**config.mk**
```make
export PLATFORM = sky130hd
export DESIGN_NAME = count_monitor_flat
export DESIGN_NICKNAME = d
export VERILOG_FILES = /design/src/rtl/count_monitor_pkg.sv /design/src/rtl/count_monitor_if.sv /design/src/rtl/count_monitor_event_fifo.sv /design/src/rtl/count_monitor.sv /design/src/flat_wrapper.sv
export SDC_FILE = /design/constraint.sdc
export NUM_CORES = 1
export LEC_CHECK = 0
export ABC_AREA = 1
export BUFFER_PORTS_ARGS = -buffer_cell sky130_fd_sc_hd__buf_2
export CELL_PAD_IN_SITES_DETAIL_PLACEMENT = 1
export CELL_PAD_IN_SITES_GLOBAL_PLACEMENT = 1
export CORE_MARGIN = 1.5
export CORE_UTILIZATION = 49
export CTS_CLUSTER_SIZE = 28
export DETAILED_ROUTE_END_ITERATION = 12
export PLACE_DENSITY = 0.85
export SYNTH_ARGS = -nofsm -noshare
export SYNTH_HDL_FRONTEND = slang
export SYNTH_HIERARCHICAL = 1
export SYNTH_SLANG_ARGS = --single-unit
```
**constraint.sdc**
```tcl
create_clock -name clk -period 4.85 [get_ports clk]
set_clock_uncertainty 0.1 [all_clocks]
set_input_delay 1.455 -clock clk [delete_from_list [all_inputs] [get_ports clk]]
set_output_delay 1.455 -clock clk [all_outputs]
set_load 0.02 [all_outputs]
```
**src/rtl/count_monitor_pkg.sv**
```systemverilog
// count_monitor_pkg
// Shared types for the counter monitor: event kind encoding, monitor FSM
// states and the event record stored in the event FIFO.
package count_monitor_pkg;

  localparam int unsigned DEF_WIDTH  = 4;
  localparam int unsigned DEF_WRAP_W = 8;

  // 0 is reserved: it only appears on the outputs while the FIFO is empty.
  typedef enum logic [1:0] {
    EV_NONE = 2'd0,
    EV_WRAP = 2'd1,
    EV_HOLD = 2'd2,
    EV_JUMP = 2'd3
  } ev_kind_t;

  typedef enum logic {
    ST_PRIME = 1'b0,
    ST_RUN   = 1'b1
  } state_t;

  // Event record at the default widths; the top builds a width-matched
  // equivalent when WIDTH/WRAP_W are overridden.
  typedef struct packed {
    ev_kind_t                kind;
    logic [DEF_WIDTH-1:0]    value;
    logic [DEF_WRAP_W-1:0]   wraps;
  } event_t;

endpackage

```
**src/rtl/count_monitor_if.sv**
```systemverilog
// count_monitor_if
// Valid/ready event stream from the monitor to a logger or control stage.
//   ev_valid : head of the event FIFO holds an event
//   ev_ready : consumer accepts the head
//   ev_kind  : WRAP/HOLD/JUMP
//   ev_value : counter sample at the event
//   ev_wraps : wrap count after the event was applied
// master = monitor side, slave = consumer side.
interface count_monitor_if
  import count_monitor_pkg::*;
#(
  parameter int unsigned WIDTH  = 4,
  parameter int unsigned WRAP_W = 8
) ();

  logic              ev_valid;
  logic              ev_ready;
  ev_kind_t          ev_kind;
  logic [WIDTH-1:0]  ev_value;
  logic [WRAP_W-1:0] ev_wraps;

  modport master (
    output ev_valid,
    output ev_kind,
    output ev_value,
    output ev_wraps,
    input  ev_ready
  );

  modport slave (
    input  ev_valid,
    input  ev_kind,
    input  ev_value,
    input  ev_wraps,
    output ev_ready
  );

endinterface

```
**src/rtl/count_monitor_event_fifo.sv**
```systemverilog
// count_monitor_event_fifo
// Synchronous FIFO for monitor events. A push into a full FIFO succeeds only
// when a pop happens in the same cycle; otherwise it is discarded.
//   clk, rst_n : clock, asynchronous active-low reset
//   i_push     : write i_data
//   i_pop      : consumer takes the head (ignored while empty)
//   o_data     : head entry, reads 0 while empty
//   o_valid    : FIFO not empty
//   o_full     : occupancy == DEPTH
//   o_level    : occupancy
module count_monitor_event_fifo #(
  parameter int unsigned DEPTH  = 4,
  parameter int unsigned DATA_W = 8
) (
  input  logic                     clk,
  input  logic                     rst_n,
  input  logic                     i_push,
  input  logic [DATA_W-1:0]        i_data,
  input  logic                     i_pop,
  output logic [DATA_W-1:0]        o_data,
  output logic                     o_valid,
  output logic                     o_full,
  output logic [$clog2(DEPTH):0]   o_level
);

  localparam int unsigned AW    = $clog2(DEPTH);
  localparam int unsigned PTR_W = AW + 1;
  localparam logic [PTR_W-1:0] PTR_ONE = PTR_W'(1);

  logic [DATA_W-1:0] r_mem [DEPTH];
  logic [PTR_W-1:0]  r_wr_ptr;
  logic [PTR_W-1:0]  r_rd_ptr;

  logic [PTR_W-1:0]  w_level;
  logic              w_empty;
  logic              w_full;
  logic              w_do_pop;
  logic              w_do_push;

  // Pointers carry one extra wrap bit so full and empty are distinguishable.
  assign w_level   = r_wr_ptr - r_rd_ptr;
  assign w_empty   = (w_level == '0);
  assign w_full    = (w_level == PTR_W'(DEPTH));
  assign w_do_pop  = i_pop && !w_empty;
  assign w_do_push = i_push && (!w_full || w_do_pop);

  always_ff @(posedge clk or negedge rst_n) begin
    if (!rst_n) begin
      r_wr_ptr <= '0;
      r_rd_ptr <= '0;
    end else begin
      if (w_do_push) r_wr_ptr <= r_wr_ptr + PTR_ONE;
      if (w_do_pop)  r_rd_ptr <= r_rd_ptr + PTR_ONE;
    end
  end

  // Storage needs no reset: the head is masked to 0 while empty.
  always_ff @(posedge clk) begin
    if (w_do_push) r_mem[r_wr_ptr[AW-1:0]] <= i_data;
  end

  assign o_data  = w_empty ? '0 : r_mem[r_rd_ptr[AW-1:0]];
  assign o_valid = !w_empty;
  assign o_full  = w_full;
  assign o_level = w_level;

endmodule

```
**src/rtl/count_monitor.sv**
```systemverilog
// count_monitor
// Observes a free-running counter, classifies each sample transition as
// STEP/WRAP/HOLD/JUMP, counts wraps and queues non-step events for a consumer.
//   clk, rst_n  : clock, asynchronous active-low reset
//   i_en        : monitoring enable; 0 freezes classification
//   i_q         : counter value under observation
//   ev_if       : event stream (master side)
//   o_wrap_cnt  : live wrap count
//   o_level     : event FIFO occupancy
//   o_drop_err  : sticky, an event was lost to a full FIFO
module count_monitor
  import count_monitor_pkg::*;
#(
  parameter int unsigned WIDTH  = DEF_WIDTH,
  parameter int unsigned DEPTH  = 4,
  parameter int unsigned WRAP_W = DEF_WRAP_W
) (
  input  logic                    clk,
  input  logic                    rst_n,
  input  logic                    i_en,
  input  logic [WIDTH-1:0]        i_q,
  count_monitor_if.master         ev_if,
  output logic [WRAP_W-1:0]       o_wrap_cnt,
  output logic [$clog2(DEPTH):0]  o_level,
  output logic                    o_drop_err
);

  typedef struct packed {
    ev_kind_t          kind;
    logic [WIDTH-1:0]  value;
    logic [WRAP_W-1:0] wraps;
  } ev_rec_t;

  localparam int unsigned      REC_W    = $bits(ev_rec_t);
  localparam logic [WIDTH-1:0] Q_MAX    = '1;
  localparam logic [WIDTH-1:0] Q_ONE    = WIDTH'(1);
  localparam logic [WRAP_W-1:0] WRAP_ONE = WRAP_W'(1);

  state_t            r_state,    w_state_nxt;
  logic [WIDTH-1:0]  r_prev_q,   w_prev_nxt;
  logic              r_hold,     w_hold_nxt;
  logic [WRAP_W-1:0] r_wrap_cnt, w_wrap_nxt;
  logic              r_drop_err, w_drop_nxt;

  logic              w_push;
  ev_kind_t          w_kind;
  logic [WIDTH-1:0]  w_prev_inc;
  ev_rec_t           w_rec;
  ev_rec_t           w_head_rec;
  logic [REC_W-1:0]  w_head;
  logic              w_fifo_valid;
  logic              w_full;
  logic              w_pop;

  assign w_prev_inc = r_prev_q + Q_ONE;

  always_ff @(posedge clk or negedge rst_n) begin
    if (!rst_n) begin
      r_state    <= ST_PRIME;
      r_prev_q   <= '0;
      r_hold     <= 1'b0;
      r_wrap_cnt <= '0;
      r_drop_err <= 1'b0;
    end else begin
      r_state    <= w_state_nxt;
      r_prev_q   <= w_prev_nxt;
      r_hold     <= w_hold_nxt;
      r_wrap_cnt <= w_wrap_nxt;
      r_drop_err <= w_drop_nxt;
    end
  end

  always_comb begin
    w_state_nxt = r_state;
    w_prev_nxt  = r_prev_q;
    w_hold_nxt  = r_hold;
    w_wrap_nxt  = r_wrap_cnt;
    w_push      = 1'b0;
    w_kind      = EV_NONE;
    unique case (r_state)
      ST_PRIME: begin
        if (i_en) begin
          w_prev_nxt  = i_q;
          w_state_nxt = ST_RUN;
        end
      end
      ST_RUN: begin
        if (i_en) begin
          w_prev_nxt = i_q;
          // Wrap is tested first so the step test never sees prev_q == max.
          if (r_prev_q == Q_MAX && i_q == '0) begin
            w_wrap_nxt = r_wrap_cnt + WRAP_ONE;
            w_kind     = EV_WRAP;
            w_push     = 1'b1;
            w_hold_nxt = 1'b0;
          end else if (i_q == w_prev_inc) begin
            w_hold_nxt = 1'b0;
          end else if (i_q == r_prev_q) begin
            // Only the first sample of a stall is reported.
            w_kind     = EV_HOLD;
            w_push     = !r_hold;
            w_hold_nxt = 1'b1;
          end else begin
            w_kind     = EV_JUMP;
            w_push     = 1'b1;
            w_hold_nxt = 1'b0;
          end
        end
      end
      default: w_state_nxt = ST_PRIME;
    endcase
  end

  // wraps field is the post-update count, which equals the current count for
  // every kind except WRAP.
  assign w_rec.kind  = w_kind;
  assign w_rec.value = i_q;
  assign w_rec.wraps = w_wrap_nxt;

  assign w_pop      = w_fifo_valid && ev_if.ev_ready;
  assign w_drop_nxt = r_drop_err | (w_push & w_full & ~w_pop);

  count_monitor_event_fifo #(
    .DEPTH  (DEPTH),
    .DATA_W (REC_W)
  ) u_event_fifo (
    .clk     (clk),
    .rst_n   (rst_n),
    .i_push  (w_push),
    .i_data  (w_rec),
    .i_pop   (w_pop),
    .o_data  (w_head),
    .o_valid (w_fifo_valid),
    .o_full  (w_full),
    .o_level (o_level)
  );

  assign w_head_rec     = ev_rec_t'(w_head);
  assign ev_if.ev_valid = w_fifo_valid;
  assign ev_if.ev_kind  = w_head_rec.kind;
  assign ev_if.ev_value = w_head_rec.value;
  assign ev_if.ev_wraps = w_head_rec.wraps;

  assign o_wrap_cnt = r_wrap_cnt;
  assign o_drop_err = r_drop_err;

endmodule
```
**src/flat_wrapper.sv**
```systemverilog
// flat-port wrapper written by rule: the top's interface ports become plain ports
module count_monitor_flat import count_monitor_pkg::*;
#(
  parameter int unsigned WIDTH  = DEF_WIDTH,
  parameter int unsigned DEPTH  = 4,
  parameter int unsigned WRAP_W = DEF_WRAP_W
)
  (clk, rst_n, i_en, i_q, o_wrap_cnt, o_level, o_drop_err, ev_if_ev_valid, ev_if_ev_kind, ev_if_ev_value, ev_if_ev_wraps, ev_if_ev_ready);
  count_monitor_if #(.WIDTH(WIDTH), .WRAP_W(WRAP_W)) ev_if_i ();
  input  logic clk;
  input  logic rst_n;
  input  logic i_en;
  input  logic [WIDTH-1:0] i_q;
  output logic [WRAP_W-1:0] o_wrap_cnt;
  output logic [$clog2(DEPTH):0] o_level;
  output logic o_drop_err;
  output wire logic [$bits(ev_if_i.ev_valid)-1:0] ev_if_ev_valid;
  output wire logic [$bits(ev_if_i.ev_kind)-1:0] ev_if_ev_kind;
  output wire logic [$bits(ev_if_i.ev_value)-1:0] ev_if_ev_value;
  output wire logic [$bits(ev_if_i.ev_wraps)-1:0] ev_if_ev_wraps;
  input wire logic [$bits(ev_if_i.ev_ready)-1:0] ev_if_ev_ready;
  assign ev_if_ev_valid = ev_if_i.ev_valid;
  assign ev_if_ev_kind = ev_if_i.ev_kind;
  assign ev_if_ev_value = ev_if_i.ev_value;
  assign ev_if_ev_wraps = ev_if_i.ev_wraps;
  assign ev_if_i.ev_ready = ev_if_ev_ready;
  count_monitor #(.WIDTH(WIDTH), .DEPTH(DEPTH), .WRAP_W(WRAP_W)) u_core (.clk(clk), .rst_n(rst_n), .i_en(i_en), .i_q(i_q), .ev_if(ev_if_i), .o_wrap_cnt(o_wrap_cnt), .o_level(o_level), .o_drop_err(o_drop_err));
endmodule
```
==> impl_metrics.csv, run 1 <==
group,metric,value,unit
worst_setup_path,r2r-start,"u_core/u_event_fifo/r_rd_ptr[0]",
worst_setup_path,slowest_delay,0.65,ns
die,die_h,88.9,um
worst_setup_path,crit_family,"buffers and inverters",
sta,worstMarginPinSlew,0.856,ns
power,seqPwrFrac,34.7,%
routing,wl_per_cell,17.3,um
clock_tree,cts.sinks,77,
synth,ys_seq_area_share,61.0,%
grt,grt_pass1_vias,2713,
sta,fmax,244,MHz
sta,fin_crit,4.10,ns
grt,grt_overflow,0,
power,pwr-share-clk,17.7,%
power,switchingPower,1.16,mW
routing,drtIter0Drc,141,
power,powerDensity,639,nW/um^2
clock_tree,cts_buffer_depth,2,
job,cap_violations,0,
final_layout,nets,422,
clock_tree,cts_tree,"done",
worst_setup_path,crit_cells,7,
grt,grt_pass1_wl,13700,um
sta,slew_viol_final,0,
die,initial_core_util,50.1,%
placed_design,place.gp.congestion,0.724,
synth,syn-instance-count,365,
status,status,"finished, final reports clean",
worst_setup_path,worstPathArrival,2.54,ns
synth,synth_area_leaders,"edfxtp_1, dfrtp_1, nand2_1",
die,fp.dieArea,7900,um^2
routing,drcViolationCount,0,
worst_setup_path,end_kind,"primary output",
synth,syn_avg_cell_area,9.91,um^2
worst_setup_path,crit_type,"register to primary output",
final_layout,num_antenna_cells,0,
min_path,whs_path_depth,2,
synth,syn-cell-area,3620,um^2
min_path,hold_end,"u_core/o_drop_err",
routing,drt_pass1_iterations,4,
worst_setup_path,critical_path.max_fanout,29,
die,die_width,88.9,um
worst_setup_path,cp_cell_sequence,"buf_4 > inv_1 > o21ai_0 > o21ai_0 > nand2_1 > inv_1 > buf_2",
worst_setup_path,reg2regPathDepth,12,
final_layout,fin_cells,509,
routing,ant_nets,0,
placed_design,hpwl,6110,um
sta,finalSetupTns,0,ns
final_layout,layout-drive-gt1-share,16.8,%
min_path,hold_class,"register to register",
final_layout,final_cell_mix,"nand2_1, edfxtp_1, nor2_1",
synth,syn_nets,382,
die,ioPinCount,35,
clock_tree,clk_transition_reported_paths,0.08,ns
clock_tree,clock_latency,0.34,ns
die,rows,31,
clock_tree,cts_buffers,9,
clock_tree,cts-resized-gates,0,
clock_tree,cts_setup_buffers,0,
power,leakage,1.83,nW
sta,slew_headroom,42.9,%
worst_setup_path,ff2ff_setup_slack,1.83,ns
worst_setup_path,crit_path_start_kind,"register",
sta,rsz0062_at_grt,"false",
synth,synth_top_area_share,46.5,%
worst_setup_path,cpMaxStageDelayCell,"inv_1",
grt,track_usage,24.4,%
clock_tree,htree_levels,3,
routing,routed_wl,8790,um
sta,hold_violations,0,
min_path,min_from,"u_core/o_drop_err",
synth,synth_top_area_cell,"edfxtp_1",
power,swShare,44.5,%
final_layout,layout_commonest_cell,"nand2_1",
routing,vias,2638,
power,p_comb_share,47.6,%
routing,vias_per_cell,5.18,
synth,yosysWarnings,6,
sta,finalCritPeriodShare,84.4,%
worst_setup_path,regToRegEndpoint,"u_core/u_event_fifo/r_mem[0][9]",
power,intPower,1.45,mW
power,peakVddDrop,0.194,mV
placed_design,port_buffers,34,
clock_tree,postCtsHoldBufs,0,
die,core-area,7210,um^2
worst_setup_path,critPathBufInv,4,
synth,synth.ff_latch_count,77,
grt,grt_max_degree,32,
final_layout,area_delta_synth_final,12.9,%
placed_design,place_inst,493,
synth,synth.distinct_cells,28,
clock_tree,clockRootBuffer,"clkbuf_8",
worst_setup_path,worst-endpoint-required,3.29,ns
grt,antenna_found_initial,0,
sta,finalSetupViolations,0,
==> cell usage after synthesis (all sizes together) <==
cell,instances
nand2,81
edfxtp,56
nor2,56
inv,51
o21ai,49
dfrtp,21
nand3,18
buf,8
ha,8
xnor2,4
clkbuf,3
xor2,3
nor3,2
a21oi,1
and3,1
fa,1
nand3b,1
nand4,1
==> kinds of logic after synthesis <==
| logic type | after synthesis | synth area share, % |
|---|---|---|
| simple gates | 160 | 20.1 |
| flops | 77 | 61.0 |
| buf+inv | 62 | 6.89 |
| compound gates | 50 | 6.92 |
| fa+ha+maj | 9 | 3.32 |
| xor+xnor | 7 | 1.70 |
==> state kept, by name (all words and copies together), names as in the netlist <==
name                          flops
u_core/o_drop_err                 1
u_core/o_wrap_cnt                 8
u_core/r_hold                     1
u_core/r_prev_q                   4
u_core/r_state                    1
u_core/u_event_fifo/r_mem        56
u_core/u_event_fifo/r_rd_ptr      3
u_core/u_event_fifo/r_wr_ptr      3
==> worst max path at each step <==
stage,start,to,slack (ns)
after floorplan,u_core/u_event_fifo/r_wr_ptr[0],ev_if_ev_kind[0],1.48
after global placement,u_core/u_event_fifo/r_rd_ptr[0],ev_if_ev_value[0],1.25
after detailed placement,u_core/u_event_fifo/r_rd_ptr[0],ev_if_ev_value[0],1.14
after CTS,u_core/u_event_fifo/r_rd_ptr[0],ev_if_ev_wraps[2],0.71
after global routing,u_core/u_event_fifo/r_rd_ptr[0],ev_if_ev_wraps[1],0.53
final,u_core/u_event_fifo/r_rd_ptr[0],ev_if_ev_wraps[2],0.75
==> worst reg2reg max path, cell delays in order (launching register included) <==
cell,delay [ns]
dfrtp_1,0.60
ha_1,0.25
fa_1,0.43
nand2_1,0.10
inv_1,0.10
nand3_4,0.22
nand2_1,0.08
inv_1,0.11
inv_1,0.08
nand3_4,0.11
nand2_4,0.09
nor2_1,0.15
buf_4,0.28
==> per-stage QoR <==
stage | power (mW) | util (%) | hold slack, ns | setup WS (ns) | area [um^2]
after detailed placement | 2.17 | 54.0 | 0.353 | 1.14 | 3900
after global routing | 2.81 | 56.6 | 0.408 | 0.531 | 4080
final | 2.61 | 56.6 | 0.363 | 0.754 | 4080
after floorplan | 1.77 | - | 0.359 | 1.48 | 3620
after CTS | 2.64 | 56.6 | 0.373 | 0.709 | 4080
after global placement | 2.08 | 54.0 | 0.343 | 1.25 | 3900
==> layer usage <==
metal | global-route usage (%) | vias to the layer above | wire, um
met1 | 28.5 | 1309 | 3630
met3 | 4.52 | 15 | 280
met2 | 44.7 | 50 | 4710
li1 | - | 1264 | -
met4 | 8.66 | 0 | 172
met5 | 0 | - | 0
==> power groups by stage <==
stage | Sequential, mW | Clock [mW] | Combinational (mW)
after floorplan | 0.894 | 0 | 0.879
after global placement | 0.905 | 0 | 1.17
after detailed placement | 0.919 | 0 | 1.25
after CTS | 0.906 | 0.469 | 1.26
after global routing | 0.918 | 0.494 | 1.40
final | 0.905 | 0.463 | 1.24
==> cell type report <==
type	count	area (um^2)
Timing Repair Buffer	40	215
Tap cell	99	124
Fill cell	846	3130
Multi-Input combinational cell	226	1160
Clock inverter	4	48.8
Inverter	51	191
Clock buffer	12	135
Sequential cell	77	2210
Note: power is estimated with default switching activity, not from simulation.
==> run 2: changes to the inputs <==
--- a/config.mk
+++ b/config.mk
@@ -5,15 +5,15 @@
 export SDC_FILE = /design/constraint.sdc
 export NUM_CORES = 1
 export LEC_CHECK = 0
-export ABC_AREA = 1
+export ABC_AREA = 0
 export BUFFER_PORTS_ARGS = -buffer_cell sky130_fd_sc_hd__buf_2
 export CELL_PAD_IN_SITES_DETAIL_PLACEMENT = 1
 export CELL_PAD_IN_SITES_GLOBAL_PLACEMENT = 1
 export CORE_MARGIN = 1.5
-export CORE_UTILIZATION = 49
+export CORE_UTILIZATION = 44
 export CTS_CLUSTER_SIZE = 28
 export DETAILED_ROUTE_END_ITERATION = 12
-export PLACE_DENSITY = 0.85
+export PLACE_DENSITY = 0.75
 export SYNTH_ARGS = -nofsm -noshare
 export SYNTH_HDL_FRONTEND = slang
 export SYNTH_HIERARCHICAL = 1
==> constraint.sdc (replaced) <==
create_clock -name clk -period 3.7 [get_ports clk]
set_clock_uncertainty 0.1 [all_clocks]
set_input_delay 1.11 -clock clk [delete_from_list [all_inputs] [get_ports clk]]
set_output_delay 1.11 -clock clk [all_outputs]
set_load 0.02 [all_outputs]
==> run 2 against run 1 <==
- final cell count fell by 29%
- sequential share of layout area rose by 1.2 points
- global-route usage fell by 5.9 points
- flip-flop and latch count did not move
- worst setup slack got worse by 0.62 ns
- synthesized area fell by 7.3%
- power rose by 44%
- utilization fell by 2.1 points
- die area rose by 3.1%
- critical path depth rose by 3
==> impl_metrics.csv, run 2 <==
group,metric,value,unit
worst_setup_path,crit_path_start_kind,"register",
worst_setup_path,critical_path.max_fanout,5,
synth,syn_avg_cell_area,16.8,um^2
die,fp.dieArea,8150,um^2
sta,final.setup.worst_slack,0.134,ns
worst_setup_path,worstSetupStartpoint,"u_core/u_event_fifo/r_wr_ptr[0]",
placed_design,dpl_worst_slack,0.116,ns
worst_setup_path,endpoint,"ev_if_ev_value[3]",
status,status,"finished, final reports clean",
synth,syn_nets,217,
synth,synth.ff_latch_count,77,
worst_setup_path,crit_family,"buffers and inverters",
synth,synth_flop_cell,"edfxtp_1",
routing,drtIter0Drc,69,
clock_tree,cts_tree,"done",
final_layout,num_antenna_cells,0,
final_layout,final_cell_mix,"edfxtp_1, buf_2, dfrtp_1",
routing,routed_wl,6840,um
grt,track_usage,18.4,%
grt,antenna_found_initial,0,
clock_tree,clk_transition_reported_paths,0.08,ns
worst_setup_path,crit_cells,10,
synth,syn-instance-count,200,
worst_setup_path,ff2ff_setup_slack,0.47,ns
synth,yosysWarnings,6,
clock_tree,cts.sinks,77,
placed_design,port_buffers,34,
synth,synth_top_area_cell,"edfxtp_1",
routing,vias,1870,
worst_setup_path,regToRegEndpoint,"u_core/u_event_fifo/r_mem[3][8]",
sta,slew_headroom,50.8,%
placed_design,hpwl,4700,um
clock_tree,postCtsHoldBufs,0,
sta,fin_crit,3.57,ns
synth,synth_top_area_share,50.2,%
sta,slew_viol_final,0,
sta,fmax,280,MHz
final_layout,area_delta_synth_final,19.1,%
grt,grt_max_degree,22,
clock_tree,clockRootBuffer,"clkbuf_8",
synth,synth-simple-area-share,8.73,%
min_path,hold_class,"register to register",
routing,drt_pass1_iterations,4,
synth,synth_edf_count,56,
die,die_width,90.3,um
worst_setup_path,worstPathArrival,2.36,ns
clock_tree,cts_buffers,9,
sta,whs,0.380,ns
sta,hold_violations,0,
worst_setup_path,critPathBufInv,5,
synth,synth_most_common_cell,"edfxtp_1",
grt,grt_pass1_wl,11200,um
synth,synth_area_leaders,"edfxtp_1, dfrtp_1, mux4_2",
worst_setup_path,slowest_delay,0.40,ns
synth,yosys-top-cells-count,"edfxtp_1, dfrtp_1, mux4_2, nor2b_1, xnor2_1",
die,ioPinCount,35,
synth,syn-cell-area,3350,um^2
die,die_h,90.3,um
sta,finalSetupViolations,0,
job,cap_violations,0,
placed_design,place_inst,341,
worst_setup_path,cpMaxStageDelayCell,"fa_1",
worst_setup_path,reg2regPathDepth,12,
worst_setup_path,r2r-start,"u_core/u_event_fifo/r_wr_ptr[0]",
clock_tree,htree_levels,3,
synth,async_flop_share,27.3,%
die,initial_core_util,45.7,%
sta,finalSetupTns,0,ns
grt,grt_pass1_vias,2020,
die,core-area,7330,um^2
synth,synth_mux_area_share,12.5,%
power,powerDensity,940,nW/um^2
final_layout,largest_reg_flops,56,
synth,synth-compound-area-share,2.28,%
power,peakVddDrop,0.344,mV
final_layout,nets,275,
synth,synth_top_family_by_area,"multiplexers",
routing,vias_per_cell,5.17,
routing,wl_per_cell,18.9,um
die,rows,31,
synth,ys_seq_area_share,65.8,%
power,leakage,1.58,nW
routing,ant_nets,0,
final_layout,fin_cells,362,
synth,synth_fa_ha_area_share,3.58,%
worst_setup_path,cp_cell_sequence,"inv_1 > ha_1 > fa_1 > xnor3_2 > inv_2 > nor2_2 > buf_6 > buf_12 > nor2b_1 > buf_2",
final_layout,layout_commonest_cell,"edfxtp_1",
worst_setup_path,worst-endpoint-required,2.49,ns
worst_setup_path,crit_type,"register to primary output",
routing,drcViolationCount,0,
synth,synth.distinct_cells,40,
clock_tree,clock_latency,0.34,ns
clock_tree,cts_buffer_depth,2,
sta,worstMarginPinSlew,0.738,ns
placed_design,place.gp.congestion,0.757,
synth,synth_xor_area_share,5.41,%
grt,grt_overflow,0,
power,p_total,3.75,mW
worst_setup_path,end_kind,"primary output",
final_layout,layout-drive-gt1-share,37.6,%
sta,finalCritPeriodShare,96.4,%
sta,rsz0062_at_grt,"false",
-- run 2: layer usage --
layer	vias to the layer above	share of wire (%)	track usage [%]	wire, um
met5	-	0	0	0
met4	0	1.6	7.41	107
met3	10	3.5	4.29	238
met2	35	52	31.1	3560
met1	960	43	22.9	2940
li1	865	-	-	-
-- run 2: cell families (layout without fill, tap and decap cells) --
group                      count (synthesis)  count (layout)
DFF                                       77              77
AOI/OAI and AO/OA                         11              11
buffers and inverters                     11              74
and+or+nand+nor                           50              50
muxes                                     23              23
adders and majority gates                  9               9
xor gates and xnor gates                  19              19
-- run 2: layout make-up --
| type | instances | area [um^2] |
|---|---|---|
| clock inverter | 5 | 82.6 |
| inverter | 7 | 26.3 |
| timing repair buffer | 51 | 327 |
| multi-input combinational | 112 | 1090 |
| tap | 99 | 124 |
| fill | 720 | 3340 |
| sequential | 77 | 2210 |
| clock buffer | 11 | 131 |
-- run 2: timing repair --
item                                   4_1_cts  5_1_grt
endpoints found under the hold margin        0        0
gates resized for setup                      1        1
buffers inserted                             4        1
cloned                                       0        0
setup endpoints to repair                   14       14
pin swaps                                    1        0
-- run 2: worst min-delay path by stage --
| stage | from | end | slack [ns] | depth (start not counted) |
|---|---|---|---|---|
| 2_1_floorplan | u_core/r_state | u_core/r_state | 0.34 | 1 |
| 3_3_place_gp | u_core/r_state | u_core/r_state | 0.35 | 1 |
| 3_5_place_dp | u_core/r_state | u_core/r_state | 0.36 | 1 |
| 4_1_cts | u_core/r_state | u_core/r_state | 0.38 | 1 |
| 5_1_grt | u_core/r_state | u_core/r_state | 0.41 | 1 |
| 6_report | u_core/r_state | u_core/r_state | 0.38 | 1 |
-- run 2: through the flow --
step / util, % / area [um^2]
6_report: 54.4 / 3990
5_1_grt: 54.4 / 3990
4_1_cts: 54.3 / 3980
3_5_place_dp: 50.6 / 3710
3_3_place_gp: 50.6 / 3710
2_1_floorplan: - / 3350
-- run 2: worst register-to-register path, stage by stage (launching register included) --
cell and delay, ns:
dfrtp_1 0.35, inv_1 0.08, ha_1 0.21, fa_1 0.40, xnor3_2 0.26, inv_2 0.10, nor2_2 0.06, inv_1 0.09
nand2_1 0.09, inv_1 0.12, nand3b_1 0.18, or2_1 0.17, and3_1 0.65
-- run 2: where the power goes --
group | internal [mW] | total, mW | switching, mW
Sequential | 1.14 | 1.21 | 0.0737
Clock | 0.383 | 0.681 | 0.298
Combinational | 0.831 | 1.86 | 1.03
==> run 3: changes to the inputs <==
--- a/config.mk
+++ b/config.mk
@@ -6,14 +6,14 @@
 export NUM_CORES = 1
 export LEC_CHECK = 0
 export ABC_AREA = 0
-export BUFFER_PORTS_ARGS = -buffer_cell sky130_fd_sc_hd__buf_2
 export CELL_PAD_IN_SITES_DETAIL_PLACEMENT = 1
 export CELL_PAD_IN_SITES_GLOBAL_PLACEMENT = 1
 export CORE_MARGIN = 1.5
-export CORE_UTILIZATION = 44
+export CORE_UTILIZATION = 48
 export CTS_CLUSTER_SIZE = 28
 export DETAILED_ROUTE_END_ITERATION = 12
-export PLACE_DENSITY = 0.75
+export DONT_BUFFER_PORTS = 1
+export PLACE_DENSITY = 0.76
 export SYNTH_ARGS = -nofsm -noshare
 export SYNTH_HDL_FRONTEND = slang
 export SYNTH_HIERARCHICAL = 1
==> run 3 against run 2 <==
- fmax down 0.58%
- sequential power about the same
- utilization up 3.1 points
- worst hold slack worse by 0.030 ns
- first-iteration DRC count up 84%
- power up 4.1%
- sequential share of layout area up 1.5 points
- final cell count down 13%
- worst setup slack worse by 0.021 ns
- combinational power down 3%
- clock power up 26%
- register-to-register slack worse by 0.21 ns
==> impl_metrics.csv, run 3 (same netlist as run 2, synthesis figures left out) <==
group,metric,value,unit
worst_setup_path,crit_type,"register to primary output",
worst_setup_path,ff2ff_setup_slack,0.26,ns
sta,whs,0.350,ns
final_layout,nets,246,
clock_tree,cts.sinks,77,
sta,worstMarginPinSlew,0.805,ns
clock_tree,postCtsHoldBufs,0,
worst_setup_path,end_kind,"primary output",
placed_design,dpl_worst_slack,-0.0468,ns
placed_design,port_buffers,0,
sta,slew_viol_final,0,
sta,hold_violations,0,
die,fp.dieArea,7490,um^2
placed_design,hpwl,5060,um
final_layout,fin_cells,314,
routing,top_layer,"met4",
sta,finalSetupTns,0,ns
worst_setup_path,regToRegEndpoint,"u_core/u_event_fifo/r_mem[2][11]",
worst_setup_path,critical_path.max_fanout,7,
routing,routed_wl,7370,um
grt,track_usage,21.4,%
job,cap_violations,0,
die,initial_core_util,49.6,%
sta,finalCritPeriodShare,96.9,%
worst_setup_path,r2r-start,"u_core/u_event_fifo/r_wr_ptr[0]",
worst_setup_path,worstPathArrival,2.38,ns
clock_tree,cts_buffers,9,
worst_setup_path,cp_cell_sequence,"inv_1 > ha_1 > fa_2 > xnor3_2 > inv_4 > nor2_4 > clkbuf_4 > nor2b_1 > buf_4",
sta,finalSetupViolations,0,
final_layout,area_delta_synth_final,16.0,%
grt,grt_pass1_vias,2107,
sta,fin_crit,3.59,ns
final_layout,final_cell_mix,"edfxtp_1, dfrtp_1, buf_4",
min_path,hold_class,"input port to async pin",
die,rows,30,
grt,grt_pass1_wl,11300,um
clock_tree,clock_latency,0.34,ns
worst_setup_path,slowest_delay,0.38,ns
clock_tree,clk_transition_reported_paths,0.08,ns
clock_tree,clockRootBuffer,"clkbuf_8",
status,status,"finished, final reports clean",
routing,ant_nets,0,
final_layout,postLayoutCoreUtil,57.5,%
routing,wl_met1,2840,um
routing,drcViolationCount,0,
final_layout,num_antenna_cells,0,
routing,wl_per_cell,23.5,um
grt,grt_overflow,0,
placed_design,place.gp.congestion,0.827,
routing,vias,1821,
worst_setup_path,cpMaxStageDelayCell,"fa_2",
final_layout,layout_commonest_cell,"edfxtp_1",
routing,drtIter0Drc,127,
worst_setup_path,worst-endpoint-required,2.49,ns
worst_setup_path,crit_path_start_kind,"register",
die,core-area,6760,um^2
power,powerDensity,1000,nW/um^2
final_layout,layout-drive-gt1-share,31.6,%
routing,route.met2.wl,3940,um
routing,met3_length,409,um
die,die_h,86.6,um
placed_design,postPlaceCellArea,3570,um^2
die,ioPinCount,35,
clock_tree,htree_levels,3,
sta,fmax,279,MHz
worst_setup_path,reg2regPathDepth,12,
routing,vias_per_cell,5.80,
grt,antenna_found_initial,0,
sta,slew_headroom,46.4,%
power,peakVddDrop,0.420,mV
routing,drt_pass1_iterations,4,
worst_setup_path,endpoint,"ev_if_ev_wraps[7]",
sta,final.setup.worst_slack,0.113,ns
grt,grt_max_degree,22,
final_layout,largest_reg_flops,56,
die,die_width,86.6,um
clock_tree,cts_tree,"done",
clock_tree,cts_buffer_depth,2,
power,p_total,3.90,mW
final_layout,final_area,3890,um^2
worst_setup_path,worstSetupStartpoint,"u_core/u_event_fifo/r_wr_ptr[0]",
placed_design,place_inst,295,
power,leakage,1.48,nW
run 3: layer usage:
layer / up-vias / track usage [%]
met4: 0 / 10.3
li1: 806 / -
met5: - / 0
met1: 942 / 25.3
met3: 16 / 6.38
met2: 57 / 35.9
run 3: worst min-delay path by stage:
stage	from	to	slack, ns
final	rst_n	u_core/u_event_fifo/r_rd_ptr[2]	0.35
after global routing	rst_n	u_core/o_wrap_cnt[3]	0.32
after CTS	rst_n	u_core/o_wrap_cnt[5]	0.33
after detailed placement	u_core/r_state	u_core/r_state	0.36
after global placement	u_core/r_state	u_core/r_state	0.36
after floorplan	u_core/r_state	u_core/r_state	0.34
run 3: layout make-up:
cell class	count	area, um^2
clock buffers	11	151
clock inverters	5	129
fillers	628	2870
inverters	7	28.8
multi-input cells	112	1100
flip-flops and latches	77	2210
well taps	80	100
repair buffers	22	169
run 3: critical path: cells and delay by family, from the launching register on:
kind | cells | cell delay, ns
buffers and inverters | 4 | 0.54
xor gates and xnor gates | 1 | 0.30
DFF | 1 | 0.35
adders and majority gates | 2 | 0.61
and+or+nand+nor | 2 | 0.22
run 3: report_power, final:
group | switching (mW) | internal, mW | total [mW]
Sequential | 0.0963 | 1.14 | 1.24
Clock | 0.303 | 0.556 | 0.859
Combinational | 1.04 | 0.767 | 1.81
run 3: what timing repair did:
action	4_1_cts	5_1_grt
setup buffers	2	0
pin swaps	1	0
gates cloned	0	1
resized for setup	4	3
endpoints found under the setup margin	57	1
